$ cat src/rtl/hazard_ctrl.sv
// Pipeline hazard controller for a 5-stage in-order core.
// Produces operand forwarding selects, per-stage enables and flushes,
// a multi-cycle load wait and a debug halt/single-step state machine.
//
// Output priority, highest first:
//   reset > debug halt > load wait > load-use stall > branch flush > normal
//
// Forwarding selects depend only on the current inputs. They are not
// affected by stall or halt state and are forced to zero only while rst is high.
//
// Load wait: a load reaching MEM while nothing is pending arms a down-counter
// with LOAD_LAT-1. mem_wait is the registered "counter non-zero" view, so the
// arming cycle itself still advances and the pipe then freezes for LOAD_LAT-1
// cycles. A served flag blocks re-arming on the same load until that load
// leaves MEM.
module hazard_ctrl #(
    parameter int ADDR_W   = 5,
    parameter int LOAD_LAT = 1,
    parameter int DBG_EN   = 1
) (
    input  logic              clk,
    input  logic              rst,
    input  logic              debug_en,
    input  logic              debug_step,
    input  logic [ADDR_W-1:0] id_rs,
    input  logic [ADDR_W-1:0] id_rt,
    input  logic              rs_used,
    input  logic              rt_used,
    input  logic              id_is_store,
    input  logic [ADDR_W-1:0] exe_waddr,
    input  logic [ADDR_W-1:0] mem_waddr,
    input  logic              exe_wen,
    input  logic              mem_wen,
    input  logic              exe_ren,
    input  logic              mem_ren,
    input  logic              branch_taken,
    output logic [4:0]        stage_en,
    output logic [4:0]        stage_rst,
    output logic [1:0]        fwd_a,
    output logic [1:0]        fwd_b,
    output logic              fwd_m,
    output logic              mem_wait,
    output logic              dbg_halted
);

    typedef enum logic [1:0] {
        RUN  = 2'd0,
        HALT = 2'd1,
        STEP = 2'd2
    } dbg_state_t;

    localparam logic [1:0] FWD_REG  = 2'd0;
    localparam logic [1:0] FWD_EXE  = 2'd1;
    localparam logic [1:0] FWD_MEM  = 2'd2;
    localparam logic [1:0] FWD_LOAD = 2'd3;

    localparam logic [3:0] WAIT_INIT   = 4'(LOAD_LAT - 1);
    localparam bit         MULTI_CYCLE = (LOAD_LAT > 1);
    localparam bit         DBG_ON      = (DBG_EN != 0);

    dbg_state_t state;
    logic       halted_q;
    logic       step_q;
    logic [3:0] wait_cnt;
    logic       served;

    // Per-operand match terms. Register 0 never forwards or stalls.
    logic rs_live, rt_live;
    logic rs_exe, rt_exe;
    logic rs_mem, rt_mem;
    logic load_use;
    logic step_rise;
    logic wait_active;
    logic load_arm;

    assign rs_live = rs_used && (id_rs != '0);
    assign rt_live = rt_used && (id_rt != '0);
    assign rs_exe  = rs_live && exe_wen && (id_rs == exe_waddr);
    assign rt_exe  = rt_live && exe_wen && (id_rt == exe_waddr);
    assign rs_mem  = rs_live && mem_wen && (id_rs == mem_waddr);
    assign rt_mem  = rt_live && mem_wen && (id_rt == mem_waddr);

    // A load in EXE feeding ID must stall, except store data on rt, which
    // is picked up later from the MEM load result instead.
    assign load_use = exe_ren && (rs_exe || (rt_exe && !id_is_store));

    assign step_rise   = debug_step && !step_q;
    assign wait_active = (wait_cnt != 4'd0);
    assign load_arm    = MULTI_CYCLE && mem_ren && !wait_active && !served && !halted_q;

    // Operand A select: EXE result beats MEM result; an EXE load gives no forward.
    always_comb begin
        fwd_a = FWD_REG;
        if (!rst) begin
            if (rs_exe) begin
                fwd_a = exe_ren ? FWD_REG : FWD_EXE;
            end else if (rs_mem) begin
                fwd_a = mem_ren ? FWD_LOAD : FWD_MEM;
            end
        end
    end

    // Operand B select and store-data forward from a load in EXE.
    always_comb begin
        fwd_b = FWD_REG;
        fwd_m = 1'b0;
        if (!rst) begin
            if (rt_exe) begin
                fwd_b = exe_ren ? FWD_REG : FWD_EXE;
                fwd_m = exe_ren && id_is_store;
            end else if (rt_mem) begin
                fwd_b = mem_ren ? FWD_LOAD : FWD_MEM;
            end
        end
    end

    // Stage enable / flush resolution in priority order.
    always_comb begin
        stage_en  = 5'b11111;
        stage_rst = 5'b00000;
        if (rst) begin
            stage_rst = 5'b11111;
        end else if (halted_q) begin
            stage_en = 5'b00000;
        end else if (wait_active) begin
            stage_en = 5'b00000;
        end else if (load_use) begin
            stage_en  = 5'b11100;
            stage_rst = 5'b00100;
        end else if (branch_taken) begin
            stage_rst = 5'b00010;
        end
    end

    assign mem_wait   = !rst && wait_active;
    assign dbg_halted = !rst && halted_q;

    // Previous-cycle copy of debug_step for rising-edge detection.
    always_ff @(posedge clk) begin
        if (rst) begin
            step_q <= 1'b0;
        end else begin
            step_q <= debug_step;
        end
    end

    // Debug FSM; halted_q is the registered HALT indicator.
    always_ff @(posedge clk) begin
        if (rst) begin
            state    <= RUN;
            halted_q <= 1'b0;
        end else if (!DBG_ON) begin
            state    <= RUN;
            halted_q <= 1'b0;
        end else begin
            case (state)
                RUN: begin
                    if (debug_en) begin
                        state    <= HALT;
                        halted_q <= 1'b1;
                    end
                end
                HALT: begin
                    if (!debug_en) begin
                        state    <= RUN;
                        halted_q <= 1'b0;
                    end else if (step_rise) begin
                        state    <= STEP;
                        halted_q <= 1'b0;
                    end
                end
                STEP: begin
                    if (!debug_en) begin
                        state    <= RUN;
                        halted_q <= 1'b0;
                    end else begin
                        state    <= HALT;
                        halted_q <= 1'b1;
                    end
                end
                default: begin
                    state    <= RUN;
                    halted_q <= 1'b0;
                end
            endcase
        end
    end

    // Load-wait counter and served flag; frozen while halted.
    always_ff @(posedge clk) begin
        if (rst) begin
            wait_cnt <= 4'd0;
            served   <= 1'b0;
        end else begin
            if (!halted_q) begin
                if (wait_active) begin
                    wait_cnt <= wait_cnt - 4'd1;
                    if (wait_cnt == 4'd1) begin
                        served <= 1'b1;
                    end
                end else if (load_arm) begin
                    wait_cnt <= WAIT_INIT;
                end
            end
            // The load leaves MEM on the first advancing cycle after its wait.
            if (served && stage_en[3] && !mem_wait) begin
                served <= 1'b0;
            end
        end
    end

endmodule

$ cat config.mk
export PLATFORM = sky130hd
export DESIGN_NAME = hazard_ctrl
export DESIGN_NICKNAME = d
export VERILOG_FILES = /design/src/rtl/hazard_ctrl.sv
export SDC_FILE = /design/constraint.sdc
export NUM_CORES = 1
export LEC_CHECK = 0
export CAP_MARGIN = 15
export CORE_MARGIN = 8
export CORE_UTILIZATION = 35
export DETAILED_ROUTE_END_ITERATION = 12
export GPL_ROUTABILITY_DRIVEN = 0
export PLACE_DENSITY = 0.84
export SLEW_MARGIN = 10
export SYNTH_ARGS = -nofsm -noshare
export SYNTH_HDL_FRONTEND = slang
export SYNTH_SLANG_ARGS = --single-unit
$ cat constraint.sdc
create_clock -name clk -period 3.1 [get_ports clk]
set_input_delay 0.775 -clock clk [delete_from_list [all_inputs] [get_ports clk]]
set_output_delay 0.775 -clock clk [all_outputs]
set_load 0.03 [all_outputs]
# Yosys cells after proc, flatten, opt, wreduce, memory -nomap -nowiden
# Index checks and enable logic that the tools add are counted.
dict set report word_totals {
  reg_bits 8
  input_bits 32
  output_inout_bits 17
  elab_cells 69
}
dict set report classes {
  addsub 1
  n_eq_ne 8
  n_mux 29
  bitwise_logic 1
  reduce_logical 26
}
# operator count
set op_table {}
lappend op_table {{2-to-1 mux 2 bit} 11}
lappend op_table {{equality test 5 bit} 4}
lappend op_table {{2-to-1 mux 5 bit} 4}
lappend op_table {{logical AND 1 bit} 16}
lappend op_table {{nonzero test 5 bit} 2}
lappend op_table {{2-to-1 mux 1 bit} 9}
lappend op_table {{2-to-1 mux 3 bit} 3}
lappend op_table {{one-hot mux 2 bit (3 select lines)} 1}
lappend op_table {{AND reduction 2 bit} 2}
lappend op_table {{nonzero test 4 bit} 1}
lappend op_table {{subtractor 4 x 1 -> 4 bit (second input constant)} 1}
lappend op_table {{zero test 1 bit} 3}
lappend op_table {{!= test 3 bit (second input constant)} 1}
lappend op_table {{one-hot mux 1 bit (3 select lines)} 1}
lappend op_table {{equality test 2 x 1 -> 1 bit (second input constant)} 1}
lappend op_table {{equality test 2 bit (second input constant)} 1}
lappend op_table {{zero test 2 bit} 1}
lappend op_table {{!= test 2 bit (second input constant)} 1}
lappend op_table {{logical OR 1 bit} 1}
lappend op_table {{NOT 1 bit} 1}

# Logic depth before layout (Yosys ltp)
dict set report logic_depth {
  depth_word 11
  depth_mapped 6
  mapped_depth_nobuf 6
}

# Least setup slack after synthesis
# OpenSTA, ideal clock, no wires.
dict set report synth_path {
  path_type {input to output}
  start {in id_rs[1]}
  end {out stage_en[1]}
  t_arrival_ns 2.741
  required_time_ns 2.325
  path_slack_ns -0.416
  stages 5
  n_path_buf 1
  cell_sequence {or4_1 o211ai_1 o21ai_0 o21ai_0 buf_4}
}
dict set report synth_via {
  elab_chain_cells 10
  word_cells_on_any_way 11
  classes_between {eq/ne: 1; mux: 4; reduce/logical: 6}
}
# item line_no
set synth_lines {}
lappend synth_lines {{from (decl)} 25} ;# input logic [ADDR_W-1:0] id_rs,
lappend synth_lines {{nonzero test 5 bit} 76} ;# assign rs_live = rs_used && (id_rs != '0);
lappend synth_lines {{logical AND 1 bit} 76}
lappend synth_lines {{logical AND 1 bit} 78} ;# assign rs_exe = rs_live && exe_wen && (id_rs == exe_waddr);
lappend synth_lines {{logical AND 1 bit *} 78}
lappend synth_lines {{logical OR 1 bit *} 85} ;# assign load_use = exe_ren && (rs_exe || (rt_exe && !id_is_store));
lappend synth_lines {{logical AND 1 bit *} 85}
lappend synth_lines {{2-to-1 mux 2 bit *} 127} ;# end else if (load_use) begin
lappend synth_lines {{2-to-1 mux 5 bit *} 125} ;# end else if (wait_active) begin
lappend synth_lines {{2-to-1 mux 5 bit *} 123} ;# end else if (halted_q) begin
lappend synth_lines {{2-to-1 mux 5 bit *} 121} ;# if (rst) begin
lappend synth_lines {{to (decl)} 37} ;# output logic [4:0] stage_en,
# Mark *: on every way between the ends. The rest lies on a longest branch, timed or not.

# Worst setup path after layout
dict set report layout_path {
  start {in id_rs[3]}
  end {out fwd_a[0]}
}
dict set report layout_via {
  elab_chain_cells 7
  word_cells_on_any_way 11
  classes_between {eq/ne: 2; mux: 3; reduce/logical: 6}
}
# item line_no
set layout_lines {}
lappend layout_lines {{nonzero test 5 bit} 76}
lappend layout_lines {{logical AND 1 bit} 76}
lappend layout_lines {{logical AND 1 bit (2 in a row)} 80} ;# assign rs_mem = rs_live && mem_wen && (id_rs == mem_waddr);
lappend layout_lines {{2-to-1 mux 2 bit} 97} ;# end else if (rs_mem) begin
lappend layout_lines {{2-to-1 mux 2 bit *} 95} ;# if (rs_exe) begin
lappend layout_lines {{2-to-1 mux 2 bit *} 94} ;# if (!rst) begin
lappend layout_lines {{to (decl)} 39} ;# output logic [1:0] fwd_a,
# Marks and branches as above.

==> run summary <==
Hold WC Path Type - reg2reg
Root buffer cell - clkbuf_4
Post-synth EDFFs - 0
Max_cap viols - 0
Crit path DAT - 2.36 ns
Largest net degree at the start of global routing - 13
Rows - 17
Fmax - 319 MHz
Grt total ovfl - 0
Ys async rst share - 0
CTS H-tree lvls - 1
Die H - 63.9 um
Seq/Total Area, Yosys - 0.199
Final hold vios - 0
Die X-Extent - 63.9 um
Fin nets - 205
Final setup margin - -0.0362 ns
Initial antenna violation count - 0
DR WL/cell - 16.9 um
Cell taking the most area after synthesis - dfxtp_1
Filler-free cell count of the finished design - 198
Share of cells above drive strength 1 - 0.453
Syn Nets - 134
CTS sink cnt - 8
Die area - 0.00409 mm^2
Cts hold-fix bufs - 0
Layout Skew - 0.00363 ns
CTS tree - yes
Core region area - 0.00219 mm^2
Synth Flop Type - dfxtp_1
First-pass GRT wire length - 5.29 mm
Power Density - 450 mW/mm^2
CTS Buffer Depth - 2
Endpoints failing setup - 1
Vias per inst - 5.29
Worst slew margin - 0.656
Share of the synthesized area in the top cell type - 0.199
Worst Path Required - 2.32 ns
Register-to-Register Setup Slack - 1.60 ns
Fin. max-slew vios - 0
Fillers - 185
IO Pins - 49
Startpoint types - primary input
Syn Inst Count - 101
Failing checks - setup timing
Post-DRT Antenna Nets - 0
Total track usage - 0.157
Crit Path Category - in2out
Design Power - 0.679 mW
RSZ-0062 raised after global routing - true
Routed WL - 3.36 mm
Mean Syn Cell Area - 7.97 um^2
Top-count cell post-synth - xor2_1
Antenna diodes - 0
Vias in the first global route - 1144
Status - finished, violations left
Worst setup EP type - output port
Area Overhead vs Synth - 87.7%
Seq cells post-synth - 8
Yosys Warn Count - 0
Fin crit share - 1.01
Detailed-route DRC error count - 0
Starting Density - 0.367
Drt initial violations - 40
Pre-CTS WS - -0.780 ns
Clock transition at path regs - 0.06 ns
Synth cell types - 33
DR vias - 1048
Setup TNS - -0.0362 ns
Post-route minimum period - 3.14 ns
Pre-antenna DRT Iters - 4
Commonest cells in the netlist - xor2_1, dfxtp_1, nor2_1, xnor2_1, buf_4
I/O Buffers - 48
CP max FO - 2
Mapped cell area - 805 um^2
Worst-Margin Slew - 0.509 ns
Largest cells by area after synthesis - dfxtp_1, xor2_1, xnor2_1
Clock latency on the worst-skew pair - 0.25 ns
P_leak - 0.681 nW
Worst vdd ir - 467 uV
Dpl cells - 190
Total CTS buffers - 3
## critical path, cell delays in order
cell and delay (ns):
buf_6 0.10, xor2_1 0.15, or4_4 0.52, buf_6 0.13, or4_4 0.41, o31ai_2 0.07, buf_4 0.20
## cells in the final DEF (no fill, tap or decap), drive strengths merged, types with 2 or more instances in the layout
cell           count
or4                5
o31ai              3
nor3b              2
nand2              3
nor2               7
o21ai              4
xor2              15
dfxtp              8
nor2b              3
nand4b             2
buf               56
a21oi              4
dlymetal6s2s       2
dlygate4sd2        4
nor4b              2
nor4               3
nand4              2
xnor2              7
clkbuf             3
inv                3
nor3               3
and4b              2
clkdlybuf4s50     11
nand2b             4
## sequential cells by signal, summed over array words and instances, names as in the netlist
| name | flops |
|---|---|
| state | 2 |
| step_q | 1 |
| wait_cnt | 4 |
| halted_q | 1 |
## what timing repair did
item | in CTS | in global routing
pin swaps | 16 | 13
gates resized for setup | 85 | 5
setup buffers | 3 | 3
cloned | 0 | 0
setup endpoints to repair | 9 | 8
## cell type report
class / instances / area (um^2) / area share
tap: 28 / 35.0 / 0.0232
inverter: 3 / 11.3 / 0.00746
timing repair buffer: 74 / 623 / 0.413
sequential: 8 / 160 / 0.106
clock buffer: 3 / 22.5 / 0.0149
multi-input combinational: 82 / 658 / 0.436
## where the power goes
part / internal, mW / switching [mW]
Clock: 0.0443 / 0.0357
Combinational: 0.209 / 0.241
Sequential: 0.127 / 0.0221
## cells by family after synthesis
logic type,after synthesis,share of synthesized area
AOI/OAI and AO/OA,17,0.135
xor gates and xnor gates,22,0.240
adders and majority gates,1,0.0155
buffers and inverters,11,0.0793
DFF,8,0.199
and+or+nand+nor,42,0.331
## layer usage
layer,global-route usage,routed length (um),share of wire,up-vias
met5,0,0,0,-
met1,0.168,1350,0.40,511
met3,0.0348,145,0.043,6
met4,0.0641,52,0.015,0
met2,0.287,1810,0.54,30
li1,-,-,-,501
## through the flow
| stage | instance area [um^2] | util | hold WS (ns) |
|---|---|---|---|
| 2_1_floorplan | 833 | - | 0.414 |
| 3_3_place_gp | 1410 | 0.645 | 0.425 |
| 3_5_place_dp | 1410 | 0.645 | 0.441 |
| 4_1_cts | 1490 | 0.680 | 0.449 |
| 5_1_grt | 1510 | 0.689 | 0.493 |
| 6_report | 1510 | 0.689 | 0.450 |
## worst paths after layout
path,from,end,cells after the start
max reg2reg,wait_cnt[0],wait_cnt[3],5
min reg2reg,state[0],state[0],1
max,id_rs[3],fwd_a[0],7
min,state[0],state[0],1
Note: power is estimated with default switching activity, not from simulation.
